$ cat src/rtl/ifetch_unit_if.sv
// Fetch-side bundle: imem address/data, execute redirect, and the decode handshake.
// The master modport is the fetch unit's view.
interface ifetch_unit_if;
  logic [31:0] iaddr;
  logic [31:0] idata;
  logic        redirect_valid;
  logic [31:0] redirect_pc;
  logic        instr_valid;
  logic        instr_ready;
  logic [31:0] instr;
  logic [31:0] instr_pc;
  logic        misalign;
  logic        fault;

  modport master (
    output iaddr, instr_valid, instr, instr_pc, misalign, fault,
    input  idata, redirect_valid, redirect_pc, instr_ready
  );

  modport slave (
    input  iaddr, instr_valid, instr, instr_pc, misalign, fault,
    output idata, redirect_valid, redirect_pc, instr_ready
  );
endinterface

$ cat src/rtl/ifetch_unit.sv
// RV32I instruction fetch: owns the fetch PC, captures imem data into a prefetch FIFO,
// hands instructions to decode, and handles redirects and out-of-range fetches.
module ifetch_unit #(
  parameter logic [31:0] RESET_PC   = 32'h0000_0000,
  parameter int unsigned IMEM_WORDS = 32,
  parameter int unsigned FIFO_DEPTH = 2
) (
  input  logic          clk,
  input  logic          rst_n,
  ifetch_unit_if.master bus
);
  localparam int unsigned PW    = $clog2(FIFO_DEPTH);
  localparam logic [32:0] LIMIT = 33'(IMEM_WORDS) << 2;

  typedef enum logic {RUN, FAULT} state_t;

  state_t        state;
  logic [31:0]   fetch_pc;
  logic [31:0]   data_q [FIFO_DEPTH];
  logic [31:0]   pc_q   [FIFO_DEPTH];
  logic [PW-1:0] rd_ptr;
  logic [PW-1:0] wr_ptr;
  logic [PW-1:0] head;
  logic [PW:0]   count;
  logic          misalign_q;
  logic          fault_q;
  logic          full;
  logic          empty;
  logic          in_range;
  logic          push;
  logic          pop;

  always_comb begin
    full     = (count == (PW+1)'(FIFO_DEPTH));
    empty    = (count == '0);
    in_range = ({1'b0, fetch_pc} < LIMIT);
    push     = (state == RUN) && !bus.redirect_valid && !full && in_range;
    pop      = !empty && !bus.redirect_valid && bus.instr_ready;
    // When empty, show the most recently written slot so instr/instr_pc hold steady.
    head     = empty ? rd_ptr - PW'(1) : rd_ptr;
  end

  assign bus.iaddr       = fetch_pc;
  assign bus.instr_valid = !empty && !bus.redirect_valid;
  assign bus.instr       = data_q[head];
  assign bus.instr_pc    = pc_q[head];
  assign bus.misalign    = misalign_q;
  assign bus.fault       = fault_q;

  always_ff @(posedge clk) begin
    if (!rst_n) begin
      state      <= RUN;
      fetch_pc   <= RESET_PC;
      rd_ptr     <= '0;
      wr_ptr     <= '0;
      count      <= '0;
      misalign_q <= 1'b0;
      fault_q    <= 1'b0;
      for (int unsigned i = 0; i < FIFO_DEPTH; i++) begin
        data_q[i] <= '0;
        pc_q[i]   <= '0;
      end
    end else if (bus.redirect_valid) begin
      state      <= RUN;
      fetch_pc   <= {bus.redirect_pc[31:2], 2'b00};
      wr_ptr     <= rd_ptr;
      count      <= '0;
      misalign_q <= (bus.redirect_pc[1:0] != 2'b00);
      fault_q    <= 1'b0;
    end else begin
      misalign_q <= 1'b0;
      if (push) begin
        data_q[wr_ptr] <= bus.idata;
        pc_q[wr_ptr]   <= fetch_pc;
        wr_ptr         <= wr_ptr + PW'(1);
        fetch_pc       <= fetch_pc + 32'd4;
      end
      if (pop) begin
        rd_ptr <= rd_ptr + PW'(1);
      end
      if (push && !pop) begin
        count <= count + (PW+1)'(1);
      end else if (pop && !push) begin
        count <= count - (PW+1)'(1);
      end
      if (state == RUN && !in_range) begin
        state   <= FAULT;
        fault_q <= 1'b1;
      end
    end
  end
endmodule

$ cat src/flat_wrapper.sv
// flat-port wrapper written by rule: the top's interface ports become plain ports
module ifetch_unit_flat 
#(
  parameter logic [31:0] RESET_PC   = 32'h0000_0000,
  parameter int unsigned IMEM_WORDS = 32,
  parameter int unsigned FIFO_DEPTH = 2
)
  (clk, rst_n, bus_iaddr, bus_instr_valid, bus_instr, bus_instr_pc, bus_misalign, bus_fault, bus_idata, bus_redirect_valid, bus_redirect_pc, bus_instr_ready);
  ifetch_unit_if bus_i ();
  input  logic clk;
  input  logic rst_n;
  output wire logic [$bits(bus_i.iaddr)-1:0] bus_iaddr;
  output wire logic [$bits(bus_i.instr_valid)-1:0] bus_instr_valid;
  output wire logic [$bits(bus_i.instr)-1:0] bus_instr;
  output wire logic [$bits(bus_i.instr_pc)-1:0] bus_instr_pc;
  output wire logic [$bits(bus_i.misalign)-1:0] bus_misalign;
  output wire logic [$bits(bus_i.fault)-1:0] bus_fault;
  input wire logic [$bits(bus_i.idata)-1:0] bus_idata;
  input wire logic [$bits(bus_i.redirect_valid)-1:0] bus_redirect_valid;
  input wire logic [$bits(bus_i.redirect_pc)-1:0] bus_redirect_pc;
  input wire logic [$bits(bus_i.instr_ready)-1:0] bus_instr_ready;
  assign bus_iaddr = bus_i.iaddr;
  assign bus_instr_valid = bus_i.instr_valid;
  assign bus_instr = bus_i.instr;
  assign bus_instr_pc = bus_i.instr_pc;
  assign bus_misalign = bus_i.misalign;
  assign bus_fault = bus_i.fault;
  assign bus_i.idata = bus_idata;
  assign bus_i.redirect_valid = bus_redirect_valid;
  assign bus_i.redirect_pc = bus_redirect_pc;
  assign bus_i.instr_ready = bus_instr_ready;
  ifetch_unit #(.RESET_PC(RESET_PC), .IMEM_WORDS(IMEM_WORDS), .FIFO_DEPTH(FIFO_DEPTH)) u_core (.clk(clk), .rst_n(rst_n), .bus(bus_i));
endmodule
$ cat config.mk
export PLATFORM = sky130hd
export DESIGN_NAME = ifetch_unit_flat
export DESIGN_NICKNAME = d
export VERILOG_FILES = /design/src/rtl/ifetch_unit_if.sv /design/src/rtl/ifetch_unit.sv /design/src/flat_wrapper.sv
export SDC_FILE = /design/constraint.sdc
export NUM_CORES = 1
export LEC_CHECK = 0
export ABC_CLOCK_PERIOD_IN_PS = 14200
export CAP_MARGIN = 20
export CORE_MARGIN = 4
export CORE_UTILIZATION = 65
export DETAILED_ROUTE_END_ITERATION = 8
export DONT_BUFFER_PORTS = 1
export PLACE_DENSITY_LB_ADDON = 0.05
export REMOVE_ABC_BUFFERS = 1
export SLEW_MARGIN = 20
export SYNTH_ARGS = -nofsm -noshare
export SYNTH_HDL_FRONTEND = slang
export SYNTH_SLANG_ARGS = --single-unit
export TNS_END_PERCENT = 50
$ cat constraint.sdc
create_clock -name clk -period 14.2 [get_ports clk]
set_input_delay 4.26 -clock clk [delete_from_list [all_inputs] [get_ports clk]]
set_output_delay 4.26 -clock clk [all_outputs]
set_load 0.03 [all_outputs]
# Yosys cells after proc, flatten, opt, wreduce, memory -nomap -nowiden
# Memory sizes are Yosys's and may differ from the RTL's.
# Cells that the tools add are included.
[word_totals]
ramBits = 128
regBits = 38
out_inout_bits = 99
latch_bits = 0
wordCells = 61
in_bits = 68
romBits = 0
mem_count = 2
[classes]
reduce_logical = 23
shifts = 0
n_mux = 18
addsub = 6
n_bitwise = 3
eq_ne = 1
n_div = 0
order_cmp = 1
n_mul = 0
[mem_list]
columns = ["name", "depth", "width", "read_ports", "rd_clocked_by_memory_dff", "write_ports", "line", "source"]
rows = [
  ["u_core.data_q", 2, 32, 1, 0, 2, "ifetch_unit.sv:19", "logic [31:0] data_q [FIFO_DEPTH];"],
  ["u_core.pc_q", 2, 32, 1, 0, 2, "ifetch_unit.sv:20", "logic [31:0] pc_q [FIFO_DEPTH];"],
]
[op_table]
columns = ["cell", "n"]
rows = [
  ["$mux W32", 4],
  ["$reduce_or A32 Y1", 2],
  ["$add A32 B3 Y32 const B", 1],
  ["$lt A32 B8 Y1 const B", 1],
  ["$mux W1", 12],
  ["$logic_and A1 B1 Y1", 8],
  ["$logic_not A1 Y1", 6],
  ["$reduce_bool A2 Y1", 3],
  ["$mux W2", 2],
  ["$reduce_and A2 Y1", 2],
  ["$not A1 Y1", 3],
  ["$add A1 B1 Y1 const B", 2],
  ["$add A2 B1 Y2 const B", 1],
  ["$eq A2 B2 Y1 const B", 1],
  ["$logic_not A2 Y1", 1],
  ["$reduce_or A2 Y1", 1],
  ["$sub A2 B1 Y2 const B", 1],
  ["$sub A1 B1 Y1 const B", 1],
]

# Logic depth before layout (Yosys ltp)
# Gate-level depths: netlist (run 1).
[logic_depth]
word_depth = 10
ltp_mapped = 9
ltp_nobuf = 8

# Least setup slack after synthesis (run 1)
# No wires, ideal clock.
[synth_path]
kind = "input port to flip-flop"
start = "input port bus_redirect_valid"
end = "memory u_core.data_q[0][0], enable pin"
cell_stages = 4
setup_ns = 0.574
path_buffers = 3
t_required_ns = 13.626
setup_slack_ns = 4.113
arrival_ns = 9.514
path_cell_list = "clkbuf_1 clkbuf_1 clkbuf_1 o31ai_1"
[synth_lines]
columns = ["item", "line", "source"]
rows = [
  ["start: declaration", "flat_wrapper.sv:19", "input wire logic [$bits(bus_i.redirect_valid)-1:0] bus_redirect_valid;"],
  ["end: declaration", "ifetch_unit.sv:19", ""],
]

# Final worst setup path (run 1)
[layout_path]
start = "input port bus_redirect_valid"
end = "output port bus_instr_valid"
[layout_between]
elab_chain_len = 2
[layout_rtl]
columns = ["item", "line", "source"]
rows = [
  ["$logic_not A1 Y1", "ifetch_unit.sv:44", "assign bus.instr_valid = !empty && !bus.redirect_valid;"],
  ["$logic_and A1 B1 Y1", "ifetch_unit.sv:44", ""],
  ["end: declaration", "flat_wrapper.sv:13", "output wire logic [$bits(bus_i.instr_valid)-1:0] bus_instr_valid;"],
]
# Every way passes these cells.

==> results.py, run 1 <==
metrics = {
    "grt": {
        "first_global_vias": 3633,
        "initial_antenna_violation_count": 0,
        "grt.total_usage_pct": 19.4,
        "grt_pass1_wl_um": 18500,
        "grt.overflow.total": 0,
        "pin_count_of_the_biggest_net_entering_global_routing": 63,
    },
    "cells_and_area": {
        "synthToLayoutAreaGrowth_pct": 12.6,
        "postLayoutCellArea_um2": 7670,
        "num-nets-final": 567,
        "share_of_post_route_cells_with_drive_strength_above_1_pct": 18.8,
        "n_antenna_cell": 0,
    },
    "clock_network": {
        "cts.sink_count": 160,
        "cts.root.buffer_cell": "sky130_fd_sc_hd__clkbuf_8",
        "clkLatencyLatePin_ns": 0.52,
        "postcts_resize_cnt": 0,
        "numCtsBuffers": 17,
        "post-cts-setup-buffers": 0,
        "total_number_of_h_tree_levels": 4,
        "postCtsHoldBufs": 0,
        "cts_tree": "done",
        "clk_path_buf_depth": 2,
        "clk_pin_slew_ns": 0.06,
    },
    "synth": {
        "synth_warnings": 0,
        "async_reset_ff_share_pct": 0,
        "synthMuxAreaShare_pct": 13.9,
        "synth_enable_flop_cells": 124,
        "synth-seq-cells": 160,
        "synth.cell_area_um2": 6820,
        "postSynth.topFlopCell": "sky130_fd_sc_hd__edfxtp_1",
        "synth_xor_area_share_pct": 0.624,
        "postSynthCellCount": 448,
        "synth_simple_gate_area_share_pct": 14.5,
        "post_synth.cell_area_avg_um2": 15.2,
        "combinational_family_with_the_most_area_after_synthesis": "simple AND/OR/NAND/NOR gates",
        "synth_fa_ha_area_share_pct": 0.367,
        "synth_compound_area_share_pct": 2.53,
        "synth.yosys.seq_area_share_pct": 65.2,
        "yosysUniqueCellTypes": 40,
    },
    "power": {
        "seq_power_share_pct": 51.7,
        "design_internal_power_uw": 831,
        "power_switching_share_pct": 21.9,
        "power-per-cell-area_nw_per_um2": 139,
        "p_leak_nw": 2.88,
        "p_comb_share_pct": 5.8,
        "p_clk_share_pct": 42.5,
        "net_switching_component_of_the_power_uw": 233,
        "ir_worst_vdd_v": 0.0000820,
    },
    "route": {
        "remaining_drc_errors": 0,
        "avgRoutedWirePerCell_um": 17.9,
        "routed-via-count": 3512,
        "drt_wl_total_um": 11500,
        "routed_via_density": 5.44,
        "antenna_violating_nets_post_route": 0,
        "drtIter0Drc": 106,
        "number_of_iterations_in_the_first_detailed_routing_pass": 6,
    },
    "run": {
        "max_cap_violations": 0,
    },
    "critical_path": {
        "critical_setup_path_class": "primary input to output port",
        "critical_path.max_fanout": 43,
        "cp_data_required_time_ns": 9.94,
        "critPathCaptureType": "output port",
        "worst_path_cell_trace": "o21ba_2",
        "startpoint_type": "primary input",
        "crit_family": "compound AO/OA/AOI/OAI gates",
        "path_buf_inv": 0,
        "timing.critical_path.slowest_stage_cell": "sky130_fd_sc_hd__o21ba_2",
        "timing.critical_path.slowest_cell_delay_ns": 0.34,
        "crit_arrival_ns": 4.61,
    },
    "placed_design": {
        "detailed_place.area_um2": 7080,
        "io_buffer_count": 0,
        "gp_routability_congestion": 0.702,
        "dpl_ws_ns": 5.34,
        "dp_hpwl_um": 7220,
    },
    "timing": {
        "fmaxAchievable_ghz": 0.113,
        "finalSetupTns_ns": 0,
        "worst-slew-pin-transition_ns": 0.844,
        "timing_hold_violations_final": 0,
        "skew_ns": 0.00730,
        "fin_crit_ns": 8.87,
        "fin_worst_hold_slack_ns": 0.539,
        "timing_max_transition_violations_final": 0,
        "finalSetupViolations": 0,
        "min_period_over_period_pct": 62.5,
        "slew-limit-headroom_pct": 43.7,
        "final.setup.worst_slack_ns": 5.33,
        "unrepaired_setup_endpoints_after_global_routing": "false",
    },
    "floorplan": {
        "die_w_um": 110,
        "die_height_um": 110,
        "die_area_um2": 12200,
        "io_pins": 167,
        "core_um2": 10300,
        "floorplan.initialDensity_pct": 66.3,
        "core_rows": 37,
    },
    "status": {
        "status": "finished clean",
    },
    "min_path": {
        "min_path_type": "register to register",
    },
}
==> final timing paths <==
check	to	slack, ns	cells past startpoint	start
min	u_core.count[1]	0.54	2	u_core.count[1]
min reg2reg	u_core.count[1]	0.54	2	u_core.count[1]
max	bus_instr_valid	5.33	1	bus_redirect_valid
max reg2reg	u_core.pc_q[1][25]	11.27	5	u_core.bus.iaddr[15]
==> routing by layer <==
metal | routed length, um | track usage (%) | part of all wire, % | up-vias
met5 | 0 | 0 | 0 | -
met4 | 265 | 8.13 | 2.3 | 0
met3 | 993 | 8.66 | 8.6 | 20
met2 | 5850 | 32.6 | 51 | 144
met1 | 4430 | 21.5 | 38 | 1681
li1 | - | - | - | 1667
==> power by group through the flow <==
stage                     registers [mW]  logic (mW)  clock network [mW]
after floorplan                    0.559      0.0531                   0
after global routing               0.553      0.0663               0.481
after CTS                          0.551      0.0622               0.458
after global placement             0.559      0.0610                   0
after detailed placement           0.560      0.0618                   0
final                              0.550      0.0614               0.452
==> registers in the layout, summed over array words and instances (netlist names) <==
name,flops
u_core.pc_q,60
u_core.rd_ptr,1
u_core.bus.iaddr,30
u_core.bus.misalign,1
u_core.wr_ptr,1
u_core.data_q,64
u_core.state,1
u_core.count,2
==> worst min-delay path, stage by stage (launching register included) <==
cell	delay, ns
sky130_fd_sc_hd__dfxtp_1	0.35
sky130_fd_sc_hd__o21ai_0	0.08
sky130_fd_sc_hd__a21oi_1	0.06
==> logic make-up after synthesis <==
family / Yosys count
flops: 160
simple gates: 143
mux: 87
buf+inv: 31
compound gates: 20
xor+xnor: 4
fa+ha+maj: 2
other cells: 1
==> synth_stat cells, types with 3 or more instances <==
cell	n	area, um2
sky130_fd_sc_hd__a211oi_1	3	22.5
sky130_fd_sc_hd__and2_1	76	475
sky130_fd_sc_hd__buf_2	7	35.0
sky130_fd_sc_hd__buf_4	4	30.0
sky130_fd_sc_hd__buf_6	7	78.8
sky130_fd_sc_hd__clkbuf_1	9	33.8
sky130_fd_sc_hd__dfxtp_1	36	721
sky130_fd_sc_hd__edfxtp_1	124	3720
sky130_fd_sc_hd__inv_1	3	11.3
sky130_fd_sc_hd__mux2_1	13	146
sky130_fd_sc_hd__mux2_2	50	563
sky130_fd_sc_hd__mux2i_1	24	240
sky130_fd_sc_hd__nand2_1	6	22.5
sky130_fd_sc_hd__nand2b_1	3	18.8
sky130_fd_sc_hd__nand3_1	5	25.0
sky130_fd_sc_hd__nor2_1	9	33.8
sky130_fd_sc_hd__nor2b_1	25	156
sky130_fd_sc_hd__nor4_1	3	18.8
sky130_fd_sc_hd__nor4_4	8	170
sky130_fd_sc_hd__o21ai_0	6	30.0
sky130_fd_sc_hd__or3_1	3	18.8
==> final cells by class <==
cell class,instances,area [um2]
clock buffer,21,429
clock inverter,11,164
fill,664,2600
inverter,3,11.3
multi-input combinational,310,2420
sequential,160,4440
tap,136,170
timing repair buffer,5,37.5
==> placed cells by master, fill, tap and decap left out, drive strengths merged, types with 3 or more instances in the layout <==
master    count
edfxtp      124
and2         76
mux2         63
conb         54
dfxtp        36
nor2b        25
mux2i        24
clkbuf       21
nor4         11
nor2          9
nand2         6
o21ai         6
nand3         5
buf           5
bufinv        4
clkinv        4
inv           3
nand2b        3
or3           3
a211oi        3
clkinvlp      3
==> through the flow <==
step	instances	power, mW	utilization, %
2_1_floorplan	473	0.612	-
3_3_place_gp	614	0.620	68.9
3_5_place_dp	614	0.622	68.9
4_1_cts	646	1.07	74.7
5_1_grt	646	1.10	74.7
6_report	646	1.06	74.7
(Power assumes the default switching activity.)
==> inputs of run 2 (changes only) <==
--- a/config.mk
+++ b/config.mk
@@ -5,10 +5,10 @@
 export SDC_FILE = /design/constraint.sdc
 export NUM_CORES = 1
 export LEC_CHECK = 0
-export ABC_CLOCK_PERIOD_IN_PS = 14200
+export ABC_CLOCK_PERIOD_IN_PS = 8300
 export CAP_MARGIN = 20
 export CORE_MARGIN = 4
-export CORE_UTILIZATION = 65
+export CORE_UTILIZATION = 63
 export DETAILED_ROUTE_END_ITERATION = 8
 export DONT_BUFFER_PORTS = 1
 export PLACE_DENSITY_LB_ADDON = 0.05
==> constraint.sdc (replaced) <==
create_clock -name clk -period 8.3 [get_ports clk]
set_input_delay 2.49 -clock clk [delete_from_list [all_inputs] [get_ports clk]]
set_output_delay 2.49 -clock clk [all_outputs]
set_load 0.03 [all_outputs]
==> run 2 against run 1 <==
Die area increased by 2.9%; sequential share of layout area up 0.36 points; combinational power rose by 71%; worst hold slack got worse by 0.0036 ns; sequential power rose by 71%; power is 65% higher; cell count unchanged; critical endpoint unchanged; routed wire length increased by 1.8%; non-clock buffer count unchanged; global-route usage hardly changed; via count decreased by 0.97%; register-to-register slack got worse by 5.9 ns.
==> results.py, run 2 (synthesized netlist as in run 1, its figures left out) <==
metrics = {
    "timing": {
        "unrepaired_setup_endpoints_after_global_routing": "false",
        "fin_worst_hold_slack_ns": 0.535,
        "timing_max_transition_violations_final": 0,
        "min_period_over_period_pct": 64.2,
        "finalSetupViolations": 0,
        "skew_ns": 0.00767,
        "slew-limit-headroom_pct": 45.9,
        "worst-slew-pin-transition_ns": 0.811,
        "finalSetupTns_ns": 0,
        "timing_hold_violations_final": 0,
        "fmaxAchievable_ghz": 0.188,
        "fin_crit_ns": 5.33,
    },
    "placed_design": {
        "gp_routability_congestion": 0.740,
        "io_buffer_count": 0,
        "dp_hpwl_um": 7400,
    },
    "route": {
        "avgRoutedWirePerCell_um": 18.2,
        "drtIter0Drc": 173,
        "antenna_violating_nets_post_route": 0,
        "remaining_drc_errors": 0,
        "routed-via-count": 3478,
        "routed_via_density": 5.38,
        "drt_wl_total_um": 11700,
        "number_of_iterations_in_the_first_detailed_routing_pass": 4,
    },
    "critical_path": {
        "critPathCaptureType": "output port",
        "timing.critical_path.slowest_cell_delay_ns": 0.34,
        "critical_setup_path_class": "primary input to output port",
        "crit_arrival_ns": 2.84,
        "crit_family": "compound AO/OA/AOI/OAI gates",
        "timing.critical_path.slowest_stage_cell": "sky130_fd_sc_hd__o21ba_2",
        "cp_data_required_time_ns": 5.81,
        "startpoint_type": "primary input",
        "path_buf_inv": 0,
        "worst_path_cell_trace": "o21ba_2",
        "critical_path.max_fanout": 43,
    },
    "grt": {
        "grt.total_usage_pct": 19.5,
        "first_global_vias": 3732,
        "grt.overflow.total": 0,
        "initial_antenna_violation_count": 0,
        "pin_count_of_the_biggest_net_entering_global_routing": 62,
        "grt_pass1_wl_um": 19000,
    },
    "power": {
        "power-per-cell-area_nw_per_um2": 230,
        "power.total_mw": 1.76,
        "ir_worst_vdd_v": 0.000114,
        "p_leak_nw": 2.86,
    },
    "floorplan": {
        "core_rows": 37,
        "die_height_um": 112,
        "die_area_um2": 12500,
        "floorplan.initialDensity_pct": 65.4,
        "core_um2": 10400,
        "die_w_um": 112,
        "io_pins": 167,
    },
    "clock_network": {
        "post-cts-setup-buffers": 0,
        "numCtsBuffers": 17,
        "total_number_of_h_tree_levels": 4,
        "clk_path_buf_depth": 2,
        "cts.root.buffer_cell": "sky130_fd_sc_hd__clkbuf_8",
        "clk_pin_slew_ns": 0.06,
        "cts.sink_count": 160,
        "postCtsHoldBufs": 0,
        "postcts_resize_cnt": 0,
        "cts_tree": "done",
        "clkLatencyLatePin_ns": 0.51,
    },
    "status": {
        "status": "finished clean",
    },
    "min_path": {
        "min_path_type": "register to register",
    },
    "run": {
        "max_cap_violations": 0,
    },
    "cells_and_area": {
        "largest_register_ffs": 64,
        "num-nets-final": 567,
        "share_of_post_route_cells_with_drive_strength_above_1_pct": 19.0,
        "synthToLayoutAreaGrowth_pct": 11.9,
        "register_with_the_most_flip_flops": "u_core.data_q",
        "mostFrequentLayoutCells": "124 x sky130_fd_sc_hd__edfxtp_1, 76 x sky130_fd_sc_hd__and2_1, 54 x sky130_fd_sc_hd__conb_1",
        "mostFrequentLayoutCell": "sky130_fd_sc_hd__edfxtp_1",
        "n_antenna_cell": 0,
    },
}
[run 2: layout make-up]
class                      count  area (um2)
clock buffer                  21         429
sequential                   160        4440
fill                         694        2790
tap                          136         170
multi-input combinational    310        2420
clock inverter                11         116
inverter                       3        11.3
timing repair buffer           5        37.5
[run 2: path summary, 6_finish.rpt]
| kind | startpoint | end | slack, ns | depth (start not counted) |
|---|---|---|---|---|
| worst max register to register | u_core.bus.iaddr[15] | u_core.pc_q[1][19] | 5.32 | 5 |
| worst min register to register | u_core.count[1] | u_core.count[1] | 0.53 | 2 |
| worst max-delay path | bus_redirect_valid | bus_instr_valid | 2.97 | 1 |
| worst min-delay path | u_core.count[1] | u_core.count[1] | 0.53 | 2 |
[run 2: tightest hold or removal path, delay by kind of cell, from the launching register on]
| family | cells | cell delay [ns] |
|---|---|---|
| flip-flops | 1 | 0.34 |
| AO/OA/AOI/OAI | 2 | 0.14 |
[run 2: power by group]
group	total, mW	internal (mW)	switching, mW
Clock	0.711	0.425	0.287
Sequential	0.941	0.901	0.0405
Combinational	0.105	0.0340	0.0707
[run 2: routing by layer]
layer | GRT usage [%] | vias up | routed length, um
met3 | 8.30 | 8 | 1090
met2 | 34.0 | 131 | 6210
met4 | 5.69 | 0 | 89
li1 | - | 1666 | -
met1 | 21.8 | 1673 | 4360
met5 | 0 | - | 0
[run 2: stage by stage]
stage	instance area [um2]	cells	util, %	setup WS (ns)
floorplan	6830	473	-	0.625
global route	7630	646	73.2	2.96
CTS	7630	646	73.2	2.97
finish	7630	646	73.2	2.97
global placement	7080	614	68.0	2.98
detailed placement	7080	614	68.0	2.97
==> RTL change 1 (config.mk and constraints of run 1) <==
Reset style: asynchronous (`rst_n`), changed in one clocked block.
--- a/src/rtl/ifetch_unit.sv
+++ b/src/rtl/ifetch_unit.sv
@@ -47,7 +47,7 @@
   assign bus.misalign    = misalign_q;
   assign bus.fault       = fault_q;
 
-  always_ff @(posedge clk) begin
+  always_ff @(posedge clk or negedge rst_n) begin
     if (!rst_n) begin
       state      <= RUN;
       fetch_pc   <= RESET_PC;
Behaviour: differs if rst_n is asserted again (counterexample within 4 cycles, from zero or initial values and one cycle with rst_n low); with rst_n held inactive, the same outputs for 4 cycles.
==> RTL change 1 against run 1 <==
Global-route usage up 3.1 points. Cell area shrank 3.1%. Synthesized area down 1.0%. Sequential cell count stayed put. Count of clock-buffer cells in the layout down 1. Wire length is 11% higher. Highest routed layer unchanged. Worst setup slack worse by 0.11 ns. Cell count is 5.3% lower.
Power is not compared: it rests on default switching activity, and its combinational part moved more than twofold at a synthesized area within 25%.
==> RTL change 1: results (changes against run 1) <==
status:
  outcome: "completed"
placement:
  gp_congestion: 0.756  # +7.7%
  placed_cells: 580  # -5.5%
  place_worst_setup_slack_ns: 5.21  # -0.128 ns
  place_area_sq_mm: 0.00680  # -4.0%
  dp_hpwl_um: 8240  # +14%
setup_path:
  r2r_start: "u_core.bus.iaddr[12]"
  worst-path-max-fanout: 34  # -21%
  r2r_slack_ns: 11.11  # -0.16 ns
  r2r-end: "u_core.data_q[58]"
  startpoint_type: "input port"
  cpLargestDelayFamily: "simple AND/OR/NAND/NOR gates"
  worstSetupStartpoint: "bus_redirect_valid"
  endpoint: "bus_instr_valid"
  cpMaxStageDelayCell: "nor2_1"
  critPathMaxStageDelay_ns: 0.46  # +0.12 ns
  worst-r2r-cell-count: 5  # unchanged
  arrival_ns: 4.72  # +0.11 ns
routing:
  wl_per_cell_um: 21.0  # +18%
  firstDrtPassIters: 4  # -2
  top_layer: "met4"
  drt_iter0_drc: 187  # +76%
  wl_met1_um: 5250  # +19%
  wl_met2_um: 6260  # +6.9%
  via_per_inst: 5.96  # +9.7%
  dr_wl_met3_um: 1160  # +17%
min_path:
  min_from: "u_core.data_q[2]"
  min_delay_path_depth: 1  # -1
  holdPathEnd: "u_core.data_q[2]"
  holdCritPathClass: "flop to flop"
cts:
  clk_pin_slew_ns: 0.06  # about the same
  htree_levels: 4  # unchanged
  insertion_delay_ns: 0.52  # about the same
  postCtsSetupBuffers: 0  # unchanged
  cts_buffer_depth: 2  # unchanged
  cts_made_buffers: 17  # unchanged
  cts_root_buf: "clkbuf_8"
global_route:
  grt_max_degree: 161  # +160%
  grt_use_met1_pct: 27.1  # +5.6 points
  grt_pass1_vias: 3948  # +8.7%
  antenna_found_initial: 0  # unchanged
  grt_util_met3_pct: 9.69  # +1.0 points
  grt.total_usage_pct: 22.5  # +3.1 points
  grt_pass1_wl_um: 20400  # +11%
  gr-usage-met2_pct: 36.1  # +3.6 points
cells_and_area:
  layout-drive-gt1-share_pct: 34.7  # +16 points
  layoutNonFillerInstCount: 612  # -5.3%
  nets: 535  # -5.6%
  largest_register_ffs: 64  # unchanged
pwr:
  leakage_uw: 0.00366
sta:
  tightest_slew_ns: 0.781  # -0.0636 ns
  skew_ns: 0.00379  # -0.00352 ns
  hold_slack_ns: 0.479  # -0.0594 ns
  period_share_pct: 63.2  # +0.76 points
logic_synthesis:
  async_flop_share_pct: 100  # +100 points
  ys_top_cells_by_count: "160 x dfrtp_1, 122 x mux2_2, 52 x nor2b_1"
  synth_area_leaders: "dfrtp_1 59%, mux2_2 20%, mux2_1 6.3%"
  postSynthCellCount: 468  # +4.5%
  yosysSeqAreaShare_pct: 59.4  # -5.8 points
  synth_cell_type_count: 39  # -2.5%
-- RTL change 1: power by group --
part	internal, uW	switching, uW
combinational	59.7	87.7
sequential	472	35.0
clock	300	178
-- RTL change 1: cell type report --
cell class	count	area [sq um]
Sequential cell	160	4000
Multi-Input combinational cell	280	2580
Fill cell	622	2520
Clock buffer	20	455
Clock inverter	12	181
Tap cell	133	166
Timing Repair Buffer	5	37.5
Inverter	2	7.51
-- RTL change 1: cells by family (layout without fill, tap and decap cells) --
kind of cell               count (synthesis)  after routing  share of synthesized area, %
DFF                                      160            160                          59.4
AOI/OAI and AO/OA                         15             15                          1.58
other                                      1              4                        0.0556
buffers and inverters                     31             39                          2.62
adders and majority gates                  1              1                         0.185
muxes                                    160            160                          26.7
and+or+nand+nor                           97             97                          9.11
xor gates and xnor gates                   3              3                         0.390
==> RTL change 2 (config.mk and constraints of run 1) <==
Made on the original files. `FIFO_DEPTH` is set to 2 in 2 places; all go to 4.
--- a/src/rtl/ifetch_unit.sv
+++ b/src/rtl/ifetch_unit.sv
@@ -3,7 +3,7 @@
 module ifetch_unit #(
   parameter logic [31:0] RESET_PC   = 32'h0000_0000,
   parameter int unsigned IMEM_WORDS = 32,
-  parameter int unsigned FIFO_DEPTH = 2
+  parameter int unsigned FIFO_DEPTH = 4
 ) (
   input  logic          clk,
   input  logic          rst_n,
--- a/src/flat_wrapper.sv
+++ b/src/flat_wrapper.sv
@@ -3,7 +3,7 @@
 #(
   parameter logic [31:0] RESET_PC   = 32'h0000_0000,
   parameter int unsigned IMEM_WORDS = 32,
-  parameter int unsigned FIFO_DEPTH = 2
+  parameter int unsigned FIFO_DEPTH = 4
 )
   (clk, rst_n, bus_iaddr, bus_instr_valid, bus_instr, bus_instr_pc, bus_misalign, bus_fault, bus_idata, bus_redirect_valid, bus_redirect_pc, bus_instr_ready);
   ifetch_unit_if bus_i ();
Check against the original RTL: not equivalent (Yosys sat finds a counterexample within 4 cycles, from zero or initial values and one cycle with rst_n low).
==> RTL change 2 against run 1 <==
Total power is 67% higher. Sequential cell count is 127 higher. Global-route usage is 3.2 points higher. Wire length is 95% higher. Cell area is 71% higher. Via count is 77% higher. Worst setup slack worse by 0.083 ns. Die area is 65% higher. Non-clock buffer count is 7 higher. Critical path depth stayed put. Synthesized area is 71% higher. Combinational power is 55% higher. Critical path type unchanged. Largest power group unchanged.
==> RTL change 2: results (changes against run 1) <==
logic_synthesis:
  synth_cell_type_count: 44  # +10%
  postSynthCellCount: 726  # +62%
  synth_fa_ha_area_share_pct: 0.387  # +0.020 points
  yosysSeqAreaShare_pct: 70.7  # +5.5 points
  synth_area_leaders: "edfxtp_1 64%, mux4_2 12%, dfxtp_1 6.7%"
  synth_xor_area_share_pct: 0.516  # -0.11 points
sta:
  max-slew-margin-rel_pct: 28.0  # -16 points
  skew_ns: 0.00938  # +0.00207 ns
  max_freq_mhz: 112  # -0.93%
routing:
  via_count: 6209  # +77%
  drt_iter0_drc: 483  # +360%
  via_per_inst: 5.82  # +7.1%
  drt_wl_total_um: 22500  # +95%
  firstDrtPassIters: 4  # -2
global_route:
  grt_pass1_vias: 6341  # +75%
  grt.total_usage_pct: 22.6  # +3.2 points
pwr:
  peakVddDrop_mv: 0.122  # +49%
  powerSeq_uw: 980  # +78%
  p_clk_uw: 699  # +55%
  leakage_uw: 0.00459  # +59%
cts:
  cts_made_buffers: 28  # +11
  htree_levels: 1  # -3
  cts_buffer_depth: 3  # +1
setup_path:
  r2r_start: "u_core.bus.iaddr[24]"
  cpMaxStageDelayCell: "nor2_1"
  worst-path-max-fanout: 48  # +12%
  critPathMaxStageDelay_ns: 0.43  # +0.09 ns
  cpLargestDelayFamily: "simple AND/OR/NAND/NOR gates"
  r2r-end: "u_core.count[2]"
  worst-r2r-cell-count: 10  # +5
status:
  outcome: "completed"
placement:
  placed_cells: 1013  # +65%
  gp_congestion: 0.773  # +10%
  dp_hpwl_um: 13200  # +83%
  place_worst_setup_slack_ns: 5.24  # -0.0986 ns
cells_and_area:
  layout-drive-gt1-share_pct: 15.0  # -3.8 points
  nets: 892  # +57%
  largest_register_ffs: 128  # +100%
RTL change 2: final cells by class:
class | instances | area (sq um)
flip-flops and latches | 287 | 8230
fillers | 1054 | 4280
multi-input cells | 487 | 3560
clock buffers | 41 | 823
well taps | 225 | 282
repair buffers | 12 | 159
clock inverters | 9 | 63.8
inverters | 5 | 18.8
RTL change 2: worst min path at each step:
stage,start,endpoint,slack [ns],cells past startpoint
detailed placement,u_core.wr_ptr[1],u_core.wr_ptr[1],0.55,2
floorplan,u_core.wr_ptr[1],u_core.wr_ptr[1],0.50,2
global route,u_core.count[2],u_core.count[2],0.59,2
CTS,u_core.wr_ptr[1],u_core.wr_ptr[1],0.56,2
global placement,u_core.wr_ptr[1],u_core.wr_ptr[1],0.51,2
finish,u_core.count[2],u_core.count[2],0.57,2
RTL change 2: layer usage:
layer	part of all wire, %	GRT usage (%)
met5	0	0
met1	38	29.3
met2	52	39.1
met4	2.3	6.06
met3	7.3	4.95
